**src/rtl/wb_regfile.sv**
```systemverilog
// Write-back stage and 32 x DATA_W architectural register file.
// Selects the write-back value, commits it on clk, and serves two bypassed combinational read ports.
module wb_regfile #(
    parameter int DATA_W = 32,
    parameter int CNT_W  = 16
) (
    input  logic              clk,
    input  logic              rst_n,
    input  logic              mem_2_reg,
    input  logic              reg_write,
    input  logic [DATA_W-1:0] mem_data_i,
    input  logic [DATA_W-1:0] alu_result_i,
    input  logic [4:0]        rd_i,
    input  logic [4:0]        rs_addr_i,
    input  logic [4:0]        rt_addr_i,
    output logic [DATA_W-1:0] rs_data_o,
    output logic [DATA_W-1:0] rt_data_o,
    output logic [DATA_W-1:0] wb_data_o,
    output logic              wb_valid_o,
    output logic [CNT_W-1:0]  wr_count_o
);

    logic [DATA_W-1:0] r_regs [32];
    logic [CNT_W-1:0]  r_count;
    logic [DATA_W-1:0] w_wb_data;
    logic              w_wb_valid;

    assign w_wb_data  = mem_2_reg ? mem_data_i : alu_result_i;
    assign w_wb_valid = rst_n & reg_write & (rd_i != 5'd0);

    // NOTE: the storage array is reset explicitly because reset must clear every
    // register at once; entry 0 is never written, so it stays zero forever.
    always_ff @(posedge clk or negedge rst_n) begin
        if (!rst_n) begin
            for (int i = 0; i < 32; i++) begin
                r_regs[i] <= '0;
            end
            r_count <= '0;
        end else if (w_wb_valid) begin
            r_regs[rd_i] <= w_wb_data;
            if (r_count != {CNT_W{1'b1}}) begin
                r_count <= r_count + CNT_W'(1);
            end
        end
    end

    // Same-cycle bypass keeps ID from seeing a value that is about to be overwritten.
    function automatic logic [DATA_W-1:0] read_port(input logic [4:0] addr);
        logic [DATA_W-1:0] data;
        data = '0;
        if (rst_n && (addr != 5'd0)) begin
            if (w_wb_valid && (rd_i == addr)) begin
                data = w_wb_data;
            end else begin
                data = r_regs[addr];
            end
        end
        return data;
    endfunction

    // NOTE: every combinational output gets its default first, so no latch is inferred.
    always_comb begin
        rs_data_o = '0;
        rt_data_o = '0;
        rs_data_o = read_port(rs_addr_i);
        rt_data_o = read_port(rt_addr_i);
    end

    assign wb_data_o  = w_wb_data;
    assign wb_valid_o = w_wb_valid;
    assign wr_count_o = r_count;

endmodule

```
**config.mk**
```make
export PLATFORM = sky130hd
export DESIGN_NAME = wb_regfile
export DESIGN_NICKNAME = d
export VERILOG_FILES = /design/src/rtl/wb_regfile.sv
export SDC_FILE = /design/constraint.sdc
export NUM_CORES = 2
export LEC_CHECK = 0
export BUFFER_PORTS_ARGS = -buffer_cell sky130_fd_sc_hd__buf_4
export CELL_PAD_IN_SITES_DETAIL_PLACEMENT = 2
export CELL_PAD_IN_SITES_GLOBAL_PLACEMENT = 2
export CORE_ASPECT_RATIO = 0.8
export CORE_UTILIZATION = 32
export CTS_BUF_LIST = sky130_fd_sc_hd__clkbuf_16
export DETAILED_ROUTE_END_ITERATION = 10
export MAX_ROUTING_LAYER = met4
export PLACE_DENSITY = 0.67
export SLEW_MARGIN = 5
export SYNTH_ARGS = -nofsm -noshare
export SYNTH_HDL_FRONTEND = slang
export SYNTH_SLANG_ARGS = --single-unit
export TNS_END_PERCENT = 20
```
**constraint.sdc**
```tcl
create_clock -name clk -period 3.5 [get_ports clk]
set_input_delay 0.175 -clock clk [delete_from_list [all_inputs] [get_ports clk]]
set_output_delay 0.175 -clock clk [all_outputs]
set_load 0.005 [all_outputs]
```
== Word-level counts from Yosys, hierarchy flattened ==
Cells that the tools add are included.

* Flip-flop bits (word level): 1040
* Bits in latches: 0
* Memory bits (writable): 0
* Bits in read-only memories: 0
* Bits of input ports: 83
* Output and inout bits: 113
* Memories: 0

* $add $sub $neg: 1
* Multipliers: 0
* Div/mod/pow operators: 0
* Order comparisons: 4
* Equal/unequal tests: 3
* Shifts and indexed selects: 0
* Mux-type cells: 14
* Bitwise operators: 5
* Reduce and logical (&&, ||, !) cells: 9

{| class="wikitable"
|+ Operators by type and width
! cell !! count
|-
| $bwmux W1024 || 1
|-
| $bmux W32 S5 || 2
|-
| $mux W32 || 10
|-
| $demux W32 S5 || 1
|-
| $ge A6 B6 Y1 const B || 3
|-
| $not A5 Y6 || 3
|-
| $add A16 B1 Y16 const B || 1
|-
| $ne A16 B16 Y1 const B || 1
|-
| $reduce_bool A5 Y1 || 3
|-
| $eq A5 B5 Y1 || 2
|-
| $lt A6 B1 Y1 const B || 1
|-
| $logic_and A1 B1 Y1 || 5
|-
| $and A1 B1 Y1 || 2
|-
| $reduce_and A2 Y1 || 1
|}

== Depth between registers and ports, before layout ==
* Word-level depth: 6
* Mapped depth: 10
* Gate-level depth less buffers: 6

== Worst setup path after synthesis ==
No wires, ideal clock.

* Kind: input to output
* Start point: input port rt_addr_i[1]
* End point: output port rt_data_o[0]
* Arrival time: 1859 ps
* Slack: 1466 ps
* Stages: 8
* Path buffers: 4
* Cell sequence: buf_2 > buf_4 > buf_2 > clkbuf_1 > mux4_2 > mux2_2 > o21ai_1 > o221ai_1

* Cells in the longest elaborated chain, start to end: 6
* Elaborated cells on any way between the ends: 10
* Those cells by class: eq/ne: 1; mux: 5; bitwise: 1; reduce/logical: 3

{| class="wikitable"
|+ RTL lines
! what !! line !! source
|-
| from (decl) || 15 || <nowiki>input logic [4:0] rt_addr_i,</nowiki>
|-
| $not A5 Y6 (not written as such) || 55 || <nowiki>data = r_regs[addr];</nowiki>
|-
| $bmux W32 S5 || 55 ||
|-
| $mux W32 (not written as such) (2 in series) || 55 ||
|-
| $mux W32 || 52 || <nowiki>if (w_wb_valid && (rd_i == addr)) begin</nowiki>
|-
| $mux W32 (*) || 51 || <nowiki>if (rst_n && (addr != 5'd0)) begin</nowiki>
|-
| to (decl) || 17 || <nowiki>output logic [DATA_W-1:0] rt_data_o,</nowiki>
|}

Mark *: on every way between the ends. The rest lies on a longest branch, timed or not. The select of a mux whose other input is x is not followed.

== Final worst setup path ==
* Start point: input port rs_addr_i[4]
* End point: output port rs_data_o[5]

* Cells in the longest elaborated chain, start to end: 6
* Elaborated cells on any way between the ends: 10
* Those cells by class: eq/ne: 1; mux: 5; bitwise: 1; reduce/logical: 3

{| class="wikitable"
|+ RTL lines
! what !! line !! source
|-
| from (decl) || 14 || <nowiki>input logic [4:0] rs_addr_i,</nowiki>
|-
| $not A5 Y6 (not written as such) || 55 ||
|-
| $bmux W32 S5 || 55 ||
|-
| $mux W32 (not written as such) (2 in series) || 55 ||
|-
| $mux W32 || 52 ||
|-
| $mux W32 (*) || 51 ||
|-
| to (decl) || 16 || <nowiki>output logic [DATA_W-1:0] rs_data_o,</nowiki>
|}

Marked as above.

==> summary.txt <==
Critical path
  – CP Capture Type: output pin
  – Kind of critical path: in2out
  – CP arrival: 3.36 ns
  – CP Max Fanout: 20
  – Worst Path Required: 3.32 ns
  – CP Launch Type: primary input

Power
  – Tot Pwr: 36.2 mW
  – Worst IR drop on VDD: 0.432 mV
  – Leakage: 26.4 nW
  – P per Cell Area: 580 nW/µm²

Floorplanning
  – Die Width: 459 µm
  – Initial core utilization: 0.324
  – Cell Rows: 133
  – Die H: 368 µm
  – Core Area: 165,000 µm²
  – I/O pin count: 196
  – Die ar.: 169,000 µm²

Timing
  – Final min period: 3.53 ns
  – Final worst slack: -0.0327 ns
  – Slew Limit Fails: 0
  – Setup violations, final: 2
  – Max Clock Freq: 0.283 GHz
  – Clock Skew: 0.00384 ns
  – Hold_ws: 0.0520 ns
  – Final Cycle Share: 1.01
  – Unrepaired setup endpoints after global routing: no
  – Final Hold Vio Count: 0
  – Slew HR: 0.226
  – Actual slew at the worst max-slew pin: 1.14 ns

Drt
  – DRT Pass-1 Iters: 5
  – Vias: 42,700
  – DR WL/cell: 32.4 µm
  – Initial DRC count: 3,813
  – Routed vias/inst: 6.03
  – Post-Route WL: 229 mm
  – DRC Markers: 0
  – Antenna viol nets, final: 0

Placement
  – Hpwl dp: 140 mm
  – Placed Cells: 6,818
  – IO Port Bufs: 195
  – DP Area: 58,400 µm²
  – GPL Wtd Cong: 0.847

Clocking
  – H-tree depth: 3
  – Clk slew on worst S/H paths: 0.07 ns
  – Root buffer cell: clkbuf_16
  – Bufs on Longest Clock Path: 3
  – CTS tree: yes
  – TritonCTS Buffers: 120
  – Clk_lat worst skew: 0.77 ns
  – Clock sinks: 1,040
  – Setup bufs post-CTS: 0

Global route
  – Gr usage total: 0.280
  – Vias in the first global route: 45,600
  – Gr ovfl total: 0
  – First-pass GRT wire length: 335 mm
  – Largest net degree at the start of global routing: 153
  – Initial antenna violation count: 6

Flow run
  – Max Cap Violations: 0

Synthesis
  – Xor/xnor cell area share of the yosys netlist: 0.00393
  – Post-Synth Adder-Cell Area: 0.000234
  – Fraction of registers with async set/reset: 1.00
  – Compound-Gate Fraction of Synth Area: 0.123
  – Post-synth EDFFs: 0
  – Post-synthesis mux area share: 0.250
  – Sequential area share after synthesis: 0.486
  – Area of the mapped netlist: 53,500 µm²
  – Ys Warns: 0
  – Main combinational cell family by area after synthesis: multiplexers
  – Total nets after synthesis: 4,808
  – Cell taking the most area after synthesis: dfrtp_1
  – Syn_area_per_cell: 11.3 µm²
  – Top-area cell type share of the netlist area: 0.486
  – Register bit count reported by yosys: 1,040
  – Post-Synthesis Cells: 4,724
  – Post-Synth Simple-Gate Area: 0.0912
  – Main synth FF type: dfrtp_1
  – Cell variety after synth: 44
  – Top cells by area, synth: dfrtp_1 49%, mux4_2 23%, a21oi_1 7.3%

Layout
  – Synth-to-layout area growth: 16.7%
  – Area of the multi-input gates: 25,800 µm²
  – Leading cell types in the layout, fill and taps excluded: 1,040 x dfrtp_1, 786 x nor2_1, 779 x a21oi_1
  – Commonest non-fill, non-tap cell in the layout: dfrtp_1
  – Post-Layout Cell Count: 7,076
  – Layout net count: 4,831
  – Flip-flop and latch area: 26,000 µm²
  – Fillers: 17,000
  – Layout cell share with drive strength beyond 1: 0.243
  – Fin area: 62,500 µm²

Worst hold path
  – Min-delay worst type: in2reg

Run status
  – Violated checks: negative setup slack
  – Outcome: complete, but fails checks
critical path: stages:
cell and delay (ns):
buf_4 0.34, inv_1 0.45, nand3_2 0.74, buf_4 0.39, o22ai_1 0.11, or4_1 0.68
o22ai_1 0.26, buf_4 0.16
stage by stage:
step / setup WS, ns / setup TNS [ns] / utilization
floorplan: 1.47 / 0 / -
global placement: 0.103 / 0 / 0.353
detailed placement: 0.0377 / 0 / 0.353
CTS: 0.00183 / 0 / 0.378
global route: 0.0556 / 0 / 0.378
finish: -0.0327 / -0.0438 / 0.378
cells by family (layout without fill, tap and decap cells):
kind of cell | count (synthesis) | in the layout
AOI/OAI and AO/OA | 1243 | 1243
DFF | 1040 | 1040
buffers and inverters | 556 | 677
and+or+nand+nor | 1199 | 1199
other | 0 | 4
xor gates and xnor gates | 24 | 24
muxes | 661 | 661
adders and majority gates | 1 | 1
layer usage:
layer  part of all wire  GRT usage  vias to the layer above  wire [µm]
met5                  0          -                        -          0
met4              0.035     0.0904                        0       8090
met3              0.056     0.0372                      409      12800
met2               0.46      0.426                     1409     107000
met1               0.44      0.388                    23600     102000
li1                   -          -                    17300          -
area by class of cell:
class,count,area share
clock inverter,99,0.0110
tap,2227,0.0446
clock buffer,121,0.0485
inverter,41,0.00246
antenna,4,0.000160
multi-input combinational,3128,0.413
sequential,1040,0.417
timing repair buffer,416,0.0641
Yosys cell counts (13+ instances only):
cell and number:
nand2b_1 28, nand2_1 265, inv_1 41, o22ai_1 120
mux2_2 33, or4_1 24, dfrtp_1 1040, a21oi_1 779
buf_4 19, o21ai_1 33, nor2_1 799, buf_2 81
o221ai_1 42, mux2i_1 92, buf_1 17, mux4_2 536
o21ai_0 245, xor2_1 13, buf_6 24, clkbuf_1 374
nand3_1 25
report_power, final:
| part | leakage [nW] | internal [mW] | switching [mW] | total, mW |
|---|---|---|---|---|
| Clock | 1.93 | 6.87 | 5.47 | 12.3 |
| Sequential | 13.4 | 14.2 | 1.87 | 16.1 |
| Combinational | 11.0 | 3.86 | 3.99 | 7.84 |
| Total | 26.4 | 24.9 | 11.3 | 36.2 |
final timing paths:
path,startpoint,end,slack (ns),depth (start not counted)
worst min-delay path,mem_data_i[24],r_regs[344],0.05,4
worst max-delay path,rs_addr_i[4],rs_data_o[5],-0.03,8
worst min register to register,r_regs[1005],r_regs[1005],0.40,0
min in group asynchronous,rst_n,wr_count_o[12],0.11,3
worst max register to register,wr_count_o[4],wr_count_o[1],1.39,4
max in group asynchronous,rst_n,r_regs[599],1.47,4
state kept, by name, summed over array words and instances, names as in the netlist:
name,flops
wr_count_o,16
r_regs,1024
repair_timing:
action | 4_1_cts | 5_1_grt
hold buffers | 34 | 0
setup endpoints to repair | 0 | 3
gates resized for setup | 0 | 2
endpoints found under the hold margin | 474 | 0
Note: power is estimated with default switching activity, not from simulation.
